--- config.mk ---
export PLATFORM = sky130hd
export DESIGN_NAME = key_debounce
export DESIGN_NICKNAME = d
export VERILOG_FILES = /design/src/rtl/key_debounce.sv
export SDC_FILE = /design/constraint.sdc
export NUM_CORES = 1
export LEC_CHECK = 0
export BUFFER_PORTS_ARGS = -buffer_cell sky130_fd_sc_hd__buf_2
export CORE_UTILIZATION = 54
export CTS_CLUSTER_DIAMETER = 50
export CTS_CLUSTER_SIZE = 24
export DETAILED_ROUTE_END_ITERATION = 7
export PLACE_DENSITY_LB_ADDON = 0.2
export SETUP_SLACK_MARGIN = 0.5
export SLEW_MARGIN = 20
export SYNTH_ARGS = -nofsm -noshare
export SYNTH_HDL_FRONTEND = slang
export SYNTH_SLANG_ARGS = --single-unit
--- constraint.sdc ---
create_clock -name CLK -period 2.05 [get_ports CLK]
set_clock_uncertainty 0.2 [all_clocks]
set_input_delay 0.41 -clock CLK [delete_from_list [all_inputs] [get_ports CLK]]
set_output_delay 0.41 -clock CLK [all_outputs]
set_load 0.005 [all_outputs]
--- src/rtl/key_debounce.sv ---
// key_debounce: two-flop synchroniser plus stability-qualified level FSM.
// Produces a clean registered level and a busy flag for bouncing inputs.
module key_debounce #(
  parameter int unsigned STABLE_CYCLES = 1000000,
  parameter int unsigned CNT_W         = 20
) (
  input  logic CLK,
  input  logic RST,
  input  logic IN,
  output logic OUT,
  output logic BUSY
);

  typedef enum logic [1:0] {
    S_LOW  = 2'b00,
    WAIT_H = 2'b01,
    S_HIGH = 2'b10,
    WAIT_L = 2'b11
  } state_t;

  localparam logic [CNT_W-1:0] CNT_LAST =
    CNT_W'(STABLE_CYCLES - 1);
  localparam logic [CNT_W-1:0] CNT_ONE  = CNT_W'(1);
  localparam logic [CNT_W-1:0] CNT_ZERO = '0;

  logic             s1;
  logic             s2;
  state_t           state;
  state_t           state_nx;
  logic [CNT_W-1:0] cnt;
  logic [CNT_W-1:0] cnt_nx;
  logic             out_nx;
  logic             busy_nx;

  // bring the raw input into the CLK domain
  always_ff @(posedge CLK or posedge RST) begin
    if (RST) begin
      s1 <= 1'b0;
      s2 <= 1'b0;
    end else begin
      s1 <= IN;
      s2 <= s1;
    end
  end

  // state, counter and registered outputs
  always_ff @(posedge CLK or posedge RST) begin
    if (RST) begin
      state <= S_LOW;
      cnt   <= CNT_ZERO;
      OUT   <= 1'b0;
      BUSY  <= 1'b0;
    end else begin
      state <= state_nx;
      cnt   <= cnt_nx;
      OUT   <= out_nx;
      BUSY  <= busy_nx;
    end
  end

  // next state: a candidate level must be seen STABLE_CYCLES
  // times in a row; any opposite sample drops back to the
  // settled state with the counter cleared
  always_comb begin
    state_nx = state;
    cnt_nx   = cnt;
    case (state)
      S_LOW: begin
        if (s2) begin
          state_nx = WAIT_H;
          cnt_nx   = CNT_ONE;
        end
      end
      WAIT_H: begin
        if (!s2) begin
          state_nx = S_LOW;
          cnt_nx   = CNT_ZERO;
        end else if (cnt == CNT_LAST) begin
          state_nx = S_HIGH;
          cnt_nx   = CNT_ZERO;
        end else begin
          cnt_nx   = cnt + CNT_ONE;
        end
      end
      S_HIGH: begin
        if (!s2) begin
          state_nx = WAIT_L;
          cnt_nx   = CNT_ONE;
        end
      end
      WAIT_L: begin
        if (s2) begin
          state_nx = S_HIGH;
          cnt_nx   = CNT_ZERO;
        end else if (cnt == CNT_LAST) begin
          state_nx = S_LOW;
          cnt_nx   = CNT_ZERO;
        end else begin
          cnt_nx   = cnt + CNT_ONE;
        end
      end
      default: begin
        state_nx = S_LOW;
        cnt_nx   = CNT_ZERO;
      end
    endcase
  end

  // outputs follow the next state so they share its edge
  always_comb begin
    out_nx  = 1'b0;
    busy_nx = 1'b0;
    case (state_nx)
      S_LOW:   begin out_nx = 1'b0; busy_nx = 1'b0; end
      WAIT_H:  begin out_nx = 1'b0; busy_nx = 1'b1; end
      S_HIGH:  begin out_nx = 1'b1; busy_nx = 1'b0; end
      WAIT_L:  begin out_nx = 1'b1; busy_nx = 1'b1; end
      default: begin out_nx = 1'b0; busy_nx = 1'b0; end
    endcase
  end

endmodule
Word level (Yosys, flattened, before mapping)
Cells that the tools add are included.
{"block": "classes", "n_addsub": 1, "eq_ne": 9, "mux": 15, "n_reduce_logical": 7}
{"operator": "$mux W20", "count": 5}
{"operator": "$pmux W20 S4", "count": 1}
{"operator": "$add A20 B1 Y20 const B", "count": 1}
{"operator": "$eq A20 B20 Y1 const B", "count": 1}
{"operator": "$mux W2", "count": 6}
{"operator": "$eq A2 B2 Y1 const B", "count": 4}
{"operator": "$pmux W2 S4", "count": 1}
{"operator": "$reduce_or A2 Y1", "count": 4}
{"operator": "$eq A2 B1 Y1 const B", "count": 2}
{"operator": "$logic_not A2 Y1", "count": 2}
{"operator": "$ne A2 B2 Y1 const B", "count": 2}
{"operator": "$pmux W1 S2", "count": 2}
{"operator": "$reduce_and A2 Y1", "count": 1}
{"block": "totals", "regBits": 26, "in_bits": 3, "out_inout_bits": 2, "word_cells": 38}

Depth between registers and ports, before layout
{"block": "logic_depth", "depth_word": 7, "mapped_depth": 8, "ltp_nobuf": 6}

Least setup slack after synthesis
Ideal clock, no wire load.
{"block": "synth_timing", "kind": "reg2reg", "startpoint": "reg cnt[11]", "endpoint": "reg cnt[19]", "arrival_time_ps": 1868, "required_ps": 1729, "path_slack_ps": -139, "stages_incl_launch_ff": 7, "n_path_buf": 2, "period_less_slack_ps": 2189, "path_cell_list": "dfrtp_1 buf_2 or4_1 o41a_1 buf_6 a21o_1 a22o_1"}
{"block": "synth_between", "elab_chain_cells": 4, "elab_cells_between_ends": 6, "classes_between": "1 x add/sub; 1 x eq/ne; 4 x mux"}
{"element": "start: declaration", "line": "30", "rtl": "logic [CNT_W-1:0] cnt;"}
{"element": "start signal: assignment", "line": "55", "rtl": "cnt <= cnt_nx;"}
{"element": "$add A20 B1 Y20 / $eq A20 B20 Y1 (equally long branches)"}
{"element": "$mux W20 *", "line": "78, 95"}
{"element": "$mux W20, on equally long branches", "line": "92, 75"}
{"element": "$pmux W20 S4 *", "line": "67", "rtl": "case (state)"}
Every way passes the cells marked *; elsewhere a longest branch is shown, timed or not.
A chain may end at the register's enable or synchronous reset.

Worst setup path in the final report
{"block": "layout_timing", "startpoint": "reg cnt[0]", "endpoint": "reg state[1]"}
{"block": "layout_between", "elab_chain_cells": 4, "elab_cells_between_ends": 6, "classes_between": "1 x eq/ne; 5 x mux"}
{"element": "$eq A20 B20 Y1 *", "line": "78, 95"}
{"element": "$mux W2, on equally long branches", "line": "95, 78"}
{"element": "$mux W2, on equally long branches", "line": "92, 75"}
{"element": "$pmux W2 S4 *", "line": "67"}
{"element": "named net state_nx[1]", "line": "29", "rtl": "state_t state_nx;"}
{"element": "end signal: assignment", "line": "54", "rtl": "state <= state_nx;"}
{"element": "end: declaration", "line": "28", "rtl": "state_t state;"}
Mark *: on every way through the listed nets, which the timed path passes. The rest lies on a longest branch.

==> flow_summary_export.csv <==
group,metric,value,unit
outcome,status,"finished, violations left",
outcome,violations,"setup timing",
clock_network,clockBufferDepth,2,
setup_path,crit_path_frequent_cell,"buf_4",
setup_path,reg2reg_slack,-0.23,ns
place,dp_cells,199,
global_route,grt_max_degree,26,
die,boundaryPins,5,
logic_synthesis,synth-edff-count,0,
setup_path,cp-startpoint,"cnt[0]$_DFFE_PP0P_",
detailed_routing,routed_via_density,6.29,
power,p_per_area,474,mW/mm^2
logic_synthesis,synth.distinct_cells,36,
setup_path,path_class,"reg2reg",
setup_path,r2r_end,"state[1]$_DFF_PP0_",
die,core_region_area,0.00225,mm^2
timing,finalSetupViolations,21,
place,post-place-ws,-0.190,ns
detailed_routing,drt-initial-drc-count,71,
die,start_util,58.2,%
timing,timing.final.crit_share,111,%
global_route,grt_pass1_wl,6.02,mm
setup_path,reg2reg_from,"cnt[0]$_DFFE_PP0P_",
detailed_routing,dr.pass1.iters,4,
setup_path,worstPathRequired,2.09,ns
power,ir_worst_vdd,0.426,mV
clock_network,clock_latency,0.33,ns
logic_synthesis,synth_warnings,0,
cells_and_area,diodes,0,
logic_synthesis,synth-seq-cells,25,
cells_and_area,fin_cells,218,
die,die_y,51.3,um
hold_path,holdPathStages,0,
die,die_w,51.3,um
cells_and_area,final_common_cell,"buf_4",
logic_synthesis,netlist_instances,137,
power,p_int,0.000642,W
clock_network,htreeDepth,1,
logic_synthesis,ys_seq_area_share,47.7,%
timing,hold_violations,0,
power,pwr-share-clk,26.7,%
cells_and_area,fin_util,82.6,%
logic_synthesis,synthesis.area,0.00131,mm^2
power,p_comb_share,15.1,%
place,gp_congestion,0.862,
detailed_routing,vias,1372,
place,dp_hpwl,2.24,mm
power,p_total,0.000882,W
setup_path,slowest_stage,"dfrtp_1",
detailed_routing,avgRoutedWirePerCell,18.5,um
clock_network,cts_buffers,3,
setup_path,startpoint_type,"register",
global_route,grt-ovfl-total,0,
power,swShare,27.1,%
clock_network,cts-root-buf,"clkbuf_4",
cells_and_area,final_cell_mix,"buf_4 (45), dfrtp_1 (23), nand2_1 (12), nor2_1 (10), nand3_1 (8)",
cells_and_area,nets,195,
cells_and_area,drive_gt1_share,43.7,%
power,power.leakage,0.828,nW
clock_network,cts_tree,"yes",
die,num_rows,17,
setup_path,path_max_fanout,3,
detailed_routing,routed_wl,4.03,mm
setup_path,ff2ff_path_depth,8,
timing,tightest_slew,0.499,ns
logic_synthesis,async_flop_share,100,%
cells_and_area,areaGrowthSynthToFinish,41.8,%
place,port-buffer-count,4,
timing,rsz0062_at_grt,"true",
timing,slew_headroom,66.6,%
timing,max_freq,0.438,GHz
hold_path,min_path_type,"reg2reg",
clock_network,clkTransAtPathRegs,0.14,ns
job,drv_cap,0,
hold_path,min_to,"s2$_DFF_PP0_",
logic_synthesis,synth_nets,141,
detailed_routing,route.detailed.drc,0,
global_route,grt_usage,32.3,%
setup_path,crit_chain,"ha_2 > inv_2 > or3_4 > buf_4 > nor4_2 > buf_4 > nand2_1 > mux2_2",
global_route,antenna_found_initial,0,
setup_path,cp_data_arrival_time,2.32,ns
logic_synthesis,syn_avg_cell_area,9.58,um^2
setup_path,endpoint_kind,"register",
detailed_routing,antenna_left,0,
timing,whs,0.175,ns
global_route,grt_pass1_vias,1336,
die,die_area,0.00263,mm^2
clock_network,cts.sinks,25,
timing,setup_ws,-0.232,ns
power,p_seq_share,58.2,%
timing,drv_slew,0,
logic_synthesis,synthFlopType,"dfrtp_1",
timing,fin_crit,2.28,ns
power,p_sw,0.000239,W
hold_path,min_from,"s1$_DFF_PP0_",
setup_path,cp_slowest_stage_delay,0.42,ns
-- synthesized netlist by cell type (2+ instances only) --
| master | n | area [um^2] |
|---|---|---|
| dfrtp_1 | 25 | 626 |
| nand2_1 | 14 | 52.6 |
| nand3_1 | 11 | 55.1 |
| nor2_1 | 11 | 41.3 |
| o21ai_0 | 6 | 30.0 |
| a21oi_1 | 5 | 25.0 |
| a22o_1 | 5 | 43.8 |
| xnor2_1 | 5 | 43.8 |
| inv_1 | 4 | 15.0 |
| nand4_1 | 4 | 25.0 |
| nor4_1 | 4 | 25.0 |
| or3_1 | 4 | 25.0 |
| xor2_1 | 4 | 35.0 |
| a31oi_1 | 3 | 18.8 |
| mux2i_1 | 3 | 30.0 |
| nor3_1 | 3 | 15.0 |
| and3_1 | 2 | 12.5 |
| buf_2 | 2 | 10.0 |
| clkbuf_1 | 2 | 7.51 |
| mux2_2 | 2 | 22.5 |
| nand2b_1 | 2 | 12.5 |
| nor4b_1 | 2 | 17.5 |
-- critical path, delay by kind of cell (launching register included) --
family        cells  cell delay, ns
simple gates      3            0.68
buf+inv           3            0.38
fa+ha+maj         1            0.21
flops             1            0.42
mux               1            0.29
-- worst max path at each step --
stage	end	slack [ns]	cells past startpoint
final	state[1]$_DFF_PP0_	-0.23	8
after global routing	state[1]$_DFF_PP0_	-0.25	8
after CTS	cnt[19]$_DFFE_PP0P_	-0.11	5
after detailed placement	state[1]$_DFF_PP0_	-0.19	8
after global placement	state[1]$_DFF_PP0_	-0.15	8
after floorplan	cnt[19]$_DFFE_PP0P_	-0.12	7
-- metal layers --
| layer | vias up | GRT usage [%] | wire length, um |
|---|---|---|---|
| li1 | 609 | - | - |
| met1 | 654 | 37.4 | 1530 |
| met2 | 80 | 55.3 | 2010 |
| met3 | 29 | 5.36 | 281 |
| met4 | 0 | 19.8 | 210 |
| met5 | - | 0 | 0 |
-- cell families after synthesis --
kind of cell,share of synthesized area (%)
muxes,4.00
xor gates and xnor gates,6.01
buffers and inverters,3.34
and+or+nand+nor,25.4
AOI/OAI and AO/OA,12.7
adders and majority gates,0.953
DFF,47.7
-- layout make-up --
| type | instances | area, um^2 |
|---|---|---|
| multi-input cells | 103 | 744 |
| flip-flops and latches | 25 | 628 |
| repair buffers | 54 | 412 |
| fillers | 127 | 393 |
| well taps | 28 | 35.0 |
| clock buffers | 3 | 22.5 |
| inverters | 4 | 15.0 |
| clock inverters | 1 | 5.00 |
-- timing repair --
item / 4_1_cts / 5_1_grt
hold endpoints to repair: 26 / 0
pin swaps: 2 / 10
setup buffers: 9 / 4
setup endpoints to repair: 22 / 23
hold buffers: 2 / 0
gates cloned: 0 / 0
resized for setup: 16 / 14
-- power groups by stage --
stage	Sequential (W)	Clock (W)	Combinational [W]
3_3_place_gp	0.000521	0	0.0000908
3_5_place_dp	0.000523	0	0.0000952
2_1_floorplan	0.000521	0	0.0000485
5_1_grt	0.000514	0.000248	0.000142
4_1_cts	0.000512	0.000237	0.000117
6_report	0.000513	0.000235	0.000133
-- flip-flops by register name, indices dropped and copies added, names as in the netlist --
signal  cells
s1          1
cnt        20
state       2
OUT         1
s2          1
-- through the flow --
| stage | cell area, um^2 | setup TNS [ns] |
|---|---|---|
| floorplan | 1320 | -0.788 |
| CTS | 1780 | -1.24 |
| detailed placement | 1610 | -1.62 |
| global placement | 1610 | -0.739 |
| global route | 1860 | -3.71 |
| finish | 1860 | -2.94 |
No activity file was read; power rests on OpenSTA's default activity.
